--- config.mk ---
export PLATFORM = sky130hd
export DESIGN_NAME = data_mem_dump_reader
export DESIGN_NICKNAME = d
export VERILOG_FILES = /design/src/rtl/dump_pkg.sv /design/src/rtl/word_byte_serializer.sv /design/src/rtl/data_mem_dump_reader.sv
export SDC_FILE = /design/constraint.sdc
export NUM_CORES = 1
export LEC_CHECK = 0
export CAP_MARGIN = 20
export CORE_UTILIZATION = 37
export DETAILED_ROUTE_END_ITERATION = 16
export PLACE_DENSITY = 0.62
export SKIP_CTS_REPAIR_TIMING = 1
export SLEW_MARGIN = 5
export SYNTH_ARGS = -nofsm -noshare
export SYNTH_HDL_FRONTEND = slang
export SYNTH_SLANG_ARGS = --single-unit
--- constraint.sdc ---
create_clock -name i_clk -period 1.8 [get_ports i_clk]
set_input_delay 0.18 -clock i_clk [delete_from_list [all_inputs] [get_ports i_clk]]
set_output_delay 0.18 -clock i_clk [all_outputs]
set_load 0.005 [all_outputs]
--- src/rtl/dump_pkg.sv ---
// Shared constants for the data-memory dump reader: FSM state encodings and word geometry.
package dump_pkg;

    localparam int BYTES_PER_WORD = 4;
    localparam int BYTE_IDX_W     = $clog2(BYTES_PER_WORD);

    localparam logic [2:0] ST_IDLE  = 3'd0;
    localparam logic [2:0] ST_FETCH = 3'd1;
    localparam logic [2:0] ST_SEND  = 3'd2;
    localparam logic [2:0] ST_CKSUM = 3'd3;
    localparam logic [2:0] ST_DONE  = 3'd4;

endpackage

--- src/rtl/word_byte_serializer.sv ---
// Holds one captured memory word and presents it MSB-byte-first on a valid/ready byte port.
// A single extra byte (e.g. a checksum) can be loaded as if it were the last byte of a word.
module word_byte_serializer
    import dump_pkg::*;
#(
    parameter int DATA_WIDTH = 8
) (
    input  logic                             i_clk,
    input  logic                             i_reset_n,
    input  logic                             i_clear,
    input  logic                             i_load_word,
    input  logic [DATA_WIDTH*BYTES_PER_WORD-1:0] i_word,
    input  logic                             i_load_byte,
    input  logic [DATA_WIDTH-1:0]            i_byte,
    input  logic                             i_tx_ready,
    output logic [DATA_WIDTH-1:0]            o_tx_data,
    output logic                             o_tx_valid,
    output logic                             o_last
);

    localparam logic [BYTE_IDX_W-1:0] LAST_IDX = BYTE_IDX_W'(BYTES_PER_WORD - 1);

    logic [DATA_WIDTH*BYTES_PER_WORD-1:0] r_word;
    logic [BYTE_IDX_W-1:0]                r_idx;
    logic [BYTE_IDX_W-1:0]                w_idx_next;
    logic [DATA_WIDTH-1:0]                w_bytes [BYTES_PER_WORD];
    logic                                 w_accept;

    // Byte 0 is the most significant byte of the word.
    generate
        for (genvar gi = 0; gi < BYTES_PER_WORD; gi++) begin : g_bytes
            assign w_bytes[gi] = r_word[(BYTES_PER_WORD-1-gi)*DATA_WIDTH +: DATA_WIDTH];
        end
    endgenerate

    assign w_accept   = o_tx_valid & i_tx_ready;
    assign w_idx_next = r_idx + BYTE_IDX_W'(1);
    assign o_last     = w_accept & (r_idx == LAST_IDX);

    always_ff @(posedge i_clk) begin
        if (!i_reset_n) begin
            r_word     <= '0;
            r_idx      <= '0;
            o_tx_data  <= '0;
            o_tx_valid <= 1'b0;
        end else if (i_clear) begin
            r_idx      <= '0;
            o_tx_valid <= 1'b0;
        end else if (i_load_word) begin
            r_word     <= i_word;
            r_idx      <= '0;
            o_tx_data  <= i_word[(BYTES_PER_WORD-1)*DATA_WIDTH +: DATA_WIDTH];
            o_tx_valid <= 1'b1;
        end else if (i_load_byte) begin
            r_idx      <= LAST_IDX;
            o_tx_data  <= i_byte;
            o_tx_valid <= 1'b1;
        end else if (w_accept) begin
            if (r_idx == LAST_IDX) begin
                o_tx_valid <= 1'b0;
            end else begin
                r_idx     <= w_idx_next;
                o_tx_data <= w_bytes[w_idx_next];
            end
        end
    end

endmodule

--- src/rtl/data_mem_dump_reader.sv ---
// Walks all of data memory while the pipeline is halted and streams it out byte by byte.
// Define DUMP_CHECKSUM_EN to append one XOR-of-all-bytes checksum byte after the last word.
module data_mem_dump_reader
    import dump_pkg::*;
#(
    parameter int DATA_WIDTH     = 8,
    parameter int MEM_ADDR_WIDTH = 8
) (
    input  logic                        i_clk,
    input  logic                        i_reset_n,
    input  logic                        i_halt,
    input  logic                        i_start,
    output logic [MEM_ADDR_WIDTH-1:0]   o_mem_addr,
    input  logic [DATA_WIDTH*4-1:0]     i_mem_data,
    output logic [DATA_WIDTH-1:0]       o_tx_data,
    output logic                        o_tx_valid,
    input  logic                        i_tx_ready,
    output logic                        o_busy,
    output logic                        o_done
);

    localparam logic [MEM_ADDR_WIDTH-1:0] LAST_ADDR = {{(MEM_ADDR_WIDTH-2){1'b1}}, 2'b00};
    localparam logic [MEM_ADDR_WIDTH-1:0] ADDR_STEP = MEM_ADDR_WIDTH'(BYTES_PER_WORD);

    logic [2:0]                r_state;
    logic [MEM_ADDR_WIDTH-1:0] r_addr;
    logic                      w_abort;
    logic                      w_load_word;
    logic                      w_load_byte;
    logic [DATA_WIDTH-1:0]     w_cksum;
    logic                      w_last;
    logic                      w_last_word;

    assign o_mem_addr  = r_addr;
    assign o_busy      = (r_state != ST_IDLE);
    assign o_done      = (r_state == ST_DONE);
    assign w_abort     = (r_state != ST_IDLE) & ~i_halt;
    assign w_load_word = (r_state == ST_FETCH) & ~w_abort;
    assign w_last_word = (r_addr == LAST_ADDR);

`ifdef DUMP_CHECKSUM_EN
    logic [DATA_WIDTH-1:0] r_xor;

    // The checksum must include the byte being accepted on the same edge it is loaded.
    assign w_cksum     = r_xor ^ o_tx_data;
    assign w_load_byte = (r_state == ST_SEND) & w_last & w_last_word & ~w_abort;

    always_ff @(posedge i_clk) begin
        if (!i_reset_n) begin
            r_xor <= '0;
        end else if (r_state == ST_IDLE) begin
            r_xor <= '0;
        end else if ((r_state == ST_SEND) && o_tx_valid && i_tx_ready) begin
            r_xor <= r_xor ^ o_tx_data;
        end
    end
`else
    assign w_cksum     = '0;
    assign w_load_byte = 1'b0;
`endif

    word_byte_serializer #(
        .DATA_WIDTH (DATA_WIDTH)
    ) u_serializer (
        .i_clk       (i_clk),
        .i_reset_n   (i_reset_n),
        .i_clear     (w_abort),
        .i_load_word (w_load_word),
        .i_word      (i_mem_data),
        .i_load_byte (w_load_byte),
        .i_byte      (w_cksum),
        .i_tx_ready  (i_tx_ready),
        .o_tx_data   (o_tx_data),
        .o_tx_valid  (o_tx_valid),
        .o_last      (w_last)
    );

    always_ff @(posedge i_clk) begin
        if (!i_reset_n) begin
            r_state <= ST_IDLE;
            r_addr  <= '0;
        end else if (w_abort) begin
            r_state <= ST_IDLE;
            r_addr  <= '0;
        end else begin
            case (r_state)
                ST_IDLE: begin
                    if (i_start && i_halt) begin
                        r_state <= ST_FETCH;
                    end
                end
                ST_FETCH: begin
                    r_state <= ST_SEND;
                end
                ST_SEND: begin
                    if (w_last) begin
                        if (w_last_word) begin
`ifdef DUMP_CHECKSUM_EN
                            r_state <= ST_CKSUM;
`else
                            r_state <= ST_DONE;
`endif
                        end else begin
                            r_addr  <= r_addr + ADDR_STEP;
                            r_state <= ST_FETCH;
                        end
                    end
                end
                ST_CKSUM: begin
                    if (w_last) begin
                        r_state <= ST_DONE;
                    end
                end
                ST_DONE: begin
                    r_state <= ST_IDLE;
                    r_addr  <= '0;
                end
                default: begin
                    r_state <= ST_IDLE;
                    r_addr  <= '0;
                end
            endcase
        end
    end

endmodule
==> impl_metrics.prom <==
# TYPE chip_impl_metric gauge
chip_impl_metric{name="viasPerCell",unit=""} 5.08
chip_impl_metric{name="worst_hold_path.num_cells",unit=""} 3
chip_impl_metric{name="number_of_synthesized_flops_with_an_enable_pin",unit=""} 0
chip_impl_info{name="worstSetupEndpointType",value="output port"} 1
chip_impl_metric{name="globalplace.congestion",unit=""} 0.748
chip_impl_metric{name="grt_util_all_layers",unit="%"} 16.8
chip_impl_info{name="synth_top_family_by_area",value="compound AO/OA/AOI/OAI gates"} 1
chip_impl_metric{name="final_cycle_utilization_of_the_critical_path",unit="%"} 97.1
chip_impl_metric{name="io-pin-count",unit=""} 56
chip_impl_info{name="commonest_non_fill_non_tap_cells_in_the_layout",value="nand2_1 (75), clkdlybuf4s50_1 (53), dfxtp_1 (51), a21boi_0 (26), buf_4 (17)"} 1
chip_impl_metric{name="largest_net_degree_at_the_start_of_global_routing",unit=""} 43
chip_impl_metric{name="p_leak",unit="uW"} 0.00111
chip_impl_metric{name="floorplan.initialDensity",unit="%"} 39.2
chip_impl_metric{name="clkSinkCount",unit=""} 52
chip_impl_metric{name="first_global_vias",unit=""} 1813
chip_impl_metric{name="clkSlewWorstSetupHoldPaths",unit="ps"} 90
chip_impl_info{name="r2r_start",value="o_mem_addr[2]$_SDFFE_PP0P_"} 1
chip_impl_metric{name="drt_drc_violations_left",unit=""} 0
chip_impl_info{name="worstReg2RegEnd",value="o_mem_addr[2]$_SDFFE_PP0P_"} 1
chip_impl_info{name="hold_path_startpoint",value="i_mem_data[7]"} 1
chip_impl_metric{name="cts.htree.levels",unit=""} 2
chip_impl_metric{name="reg2reg_depth",unit=""} 6
chip_impl_metric{name="core_area",unit="um2"} 6060
chip_impl_metric{name="cp_max_fo",unit=""} 8
chip_impl_info{name="cts_root_buf",value="clkbuf_8"} 1
chip_impl_metric{name="cap_violations",unit=""} 0
chip_impl_metric{name="synthesis.instances",unit=""} 262
chip_impl_metric{name="die_h",unit="um"} 82.2
chip_impl_metric{name="arrival",unit="ps"} 1570
chip_impl_info{name="run_status",value="complete, no violations"} 1
chip_impl_metric{name="powerDensity",unit="nW/um2"} 811
chip_impl_metric{name="die_x",unit="um"} 82.2
chip_impl_metric{name="input_output_buffers",unit=""} 53
chip_impl_metric{name="synth.distinct_cells",unit=""} 44
chip_impl_metric{name="detail_route.wl_per_cell",unit="um"} 13.3
chip_impl_metric{name="finalWirelength",unit="um"} 5260
chip_impl_metric{name="fmax",unit="MHz"} 572
chip_impl_metric{name="num_antenna_cells",unit=""} 0
chip_impl_metric{name="post_synth_fa_ha_maj_area_fraction",unit="%"} 1.05
chip_impl_metric{name="hold_viol",unit=""} 0
chip_impl_metric{name="syn_avg_cell_area",unit="um2"} 9.07
chip_impl_metric{name="r2r_setup_slack",unit="ps"} 190
chip_impl_metric{name="worst_ir_drop_vdd",unit="mV"} 0.527
chip_impl_metric{name="final_net_count",unit=""} 360
chip_impl_metric{name="syn_to_final_growth",unit="%"} 36.5
chip_impl_metric{name="dr.first_iter.drc_count",unit=""} 123
chip_impl_metric{name="final_period_minus_worst_setup_slack",unit="ps"} 1750
chip_impl_info{name="path_class",value="register to output port"} 1
chip_impl_info{name="ys_dominant_reg_cell",value="dfxtp_1"} 1
chip_impl_metric{name="synth_area_in_compound_gates",unit="%"} 20.3
chip_impl_metric{name="synth-xor-area-share",unit="%"} 1.47
chip_impl_metric{name="seq_total_area_yosys",unit="%"} 43.8
chip_impl_metric{name="globalRoute.totalOverflow",unit=""} 0
chip_impl_info{name="rsz0062_at_grt",value="false"} 1
chip_impl_info{name="layout.cells.most_common",value="nand2_1"} 1
chip_impl_metric{name="worstPathRequired",unit="ps"} 1620
chip_impl_metric{name="clock_buffer_count_from_cts",unit=""} 5
chip_impl_metric{name="post-route-util",unit="%"} 53.5
chip_impl_metric{name="dpl.hpwl",unit="um"} 3810
chip_impl_metric{name="final_max_slew_viol_count",unit=""} 0
chip_impl_metric{name="worstMarginPinSlew",unit="ps"} 493
chip_impl_metric{name="synth-seq-cells",unit=""} 52
chip_impl_metric{name="row_count",unit=""} 28
chip_impl_metric{name="cts-root-to-sink-buffers",unit=""} 2
chip_impl_info{name="hold_end",value="u_serializer.r_word[7]$_SDFFE_PN0P_"} 1
chip_impl_metric{name="synth-warning-count",unit=""} 0
chip_impl_metric{name="skew",unit="ps"} 4.23
chip_impl_metric{name="clkLatencyLatePin",unit="ps"} 300
chip_impl_metric{name="yosys-mux-area-fraction",unit="%"} 8.42
chip_impl_metric{name="whs",unit="ps"} 418
chip_impl_metric{name="die_area",unit="um2"} 6750
chip_impl_metric{name="grt_pass1_wl",unit="um"} 8600
chip_impl_metric{name="setup-violations-final",unit=""} 0
chip_impl_info{name="cp-start-kind",value="register"} 1
chip_impl_metric{name="timing.max_slew.rel_slack",unit="%"} 66.7
chip_impl_metric{name="synth.cell_area",unit="um2"} 2380
chip_impl_info{name="cts_tree",value="built"} 1
chip_impl_metric{name="routed-via-count",unit=""} 2015
chip_impl_metric{name="drtPass1Iterations",unit=""} 4
chip_impl_metric{name="route.antenna.remaining_nets",unit=""} 0
chip_impl_metric{name="post_route_cells_drive_above_1_share",unit="%"} 14.0
chip_impl_metric{name="antenna_found_initial",unit=""} 0
chip_impl_metric{name="async_flop_share",unit="%"} 0
chip_impl_metric{name="synthSimpleGateAreaFrac",unit="%"} 19.6
chip_impl_info{name="min_path_type",value="primary input to register"} 1
==> logic make-up after synthesis <==
logic type / after synthesis
AO/OA/AOI/OAI: 64
XOR/XNOR: 4
adder cells (fa/ha/maj): 2
buffers and inverters: 24
flip-flops: 52
multiplexers: 10
other: 1
AND/OR/NAND/NOR: 105
==> worst max-delay path, stage by stage, from the launching register on <==
cell and delay, ps:
dfxtp_2 380, or3_4 430, clkdlybuf4s50_1 460
==> power breakdown <==
group	leakage [uW]	switching (uW)	internal (uW)	total, uW
Combinational	0.000608	134	202	335
Clock	0.0000784	380	695	1070
Sequential	0.000421	29.8	1190	1220
==> per-layer routing <==
metal  vias to the layer above  wire length [um]  GRT usage, %
li1                       1025                 -             -
met1                       929              2620          23.7
met2                        57              2330          25.7
met3                         4               261          3.41
met4                         0                55          5.26
met5                         -                 0             0
==> per-stage QoR <==
step | instance area, um2 | power (uW) | setup slack (ps) | TNS (ps) | std cells
floorplan | 2380 | 1400 | 155 | 0 | 263
finish | 3240 | 2630 | 52.9 | 0 | 397
detailed placement | 3050 | 1570 | 39.4 | 0 | 387
global route | 3240 | 2730 | 7.33 | 0 | 397
global placement | 3050 | 1570 | 65.8 | 0 | 387
CTS | 3210 | 2640 | -11.0 | -11.0 | 395
==> sequential cells by signal, summed over array words and instances (netlist names) <==
register                 count
u_serializer.o_tx_data       8
u_serializer.o_tx_valid      1
r_state                      3
u_serializer.r_word         32
u_serializer.r_idx           2
o_mem_addr                   6
==> worst max path at each step <==
stage / startpoint / cells past startpoint / slack [ps] / end
3_5_place_dp: i_halt / 5 / 40 / u_serializer.r_word[25]$_SDFFE_PN0P_
2_1_floorplan: u_serializer.r_idx[0]$_SDFFE_PP0P_ / 5 / 160 / u_serializer.o_tx_data[7]$_SDFFE_PN0P_
3_3_place_gp: i_halt / 5 / 70 / u_serializer.o_tx_data[2]$_SDFFE_PN0P_
4_1_cts: r_state[0]$_SDFFE_PP0P_ / 4 / -10 / o_done
5_1_grt: r_state[0]$_SDFFE_PP0P_ / 4 / 7 / o_done
6_report: r_state[1]$_SDFFE_PP0P_ / 2 / 50 / o_busy
==> synth_stat cells (3+ instances only) <==
| cell | count | area share (%) |
|---|---|---|
| o21ai_0 | 6 | 1.3 |
| buf_2 | 8 | 1.7 |
| nor2_1 | 8 | 1.3 |
| dfxtp_1 | 52 | 44 |
| o21ai_1 | 4 | 0.84 |
| a21boi_1 | 7 | 2.2 |
| nand3_1 | 6 | 1.3 |
| inv_1 | 3 | 0.47 |
| xnor2_1 | 3 | 1.1 |
| a21boi_0 | 26 | 8.2 |
| mux4_2 | 8 | 7.6 |
| clkbuf_1 | 9 | 1.4 |
| a31oi_1 | 7 | 1.8 |
| nand2_1 | 75 | 12 |
==> layout make-up <==
type,instances,area [um2]
timing repair buffer,72,698
tap,75,93.8
clock inverter,3,90.1
sequential,52,1040
inverter,3,11.3
clock buffer,5,68.8
fill,563,2820
multi-input combinational,187,1240
No activity file was read; power rests on OpenSTA's default activity.
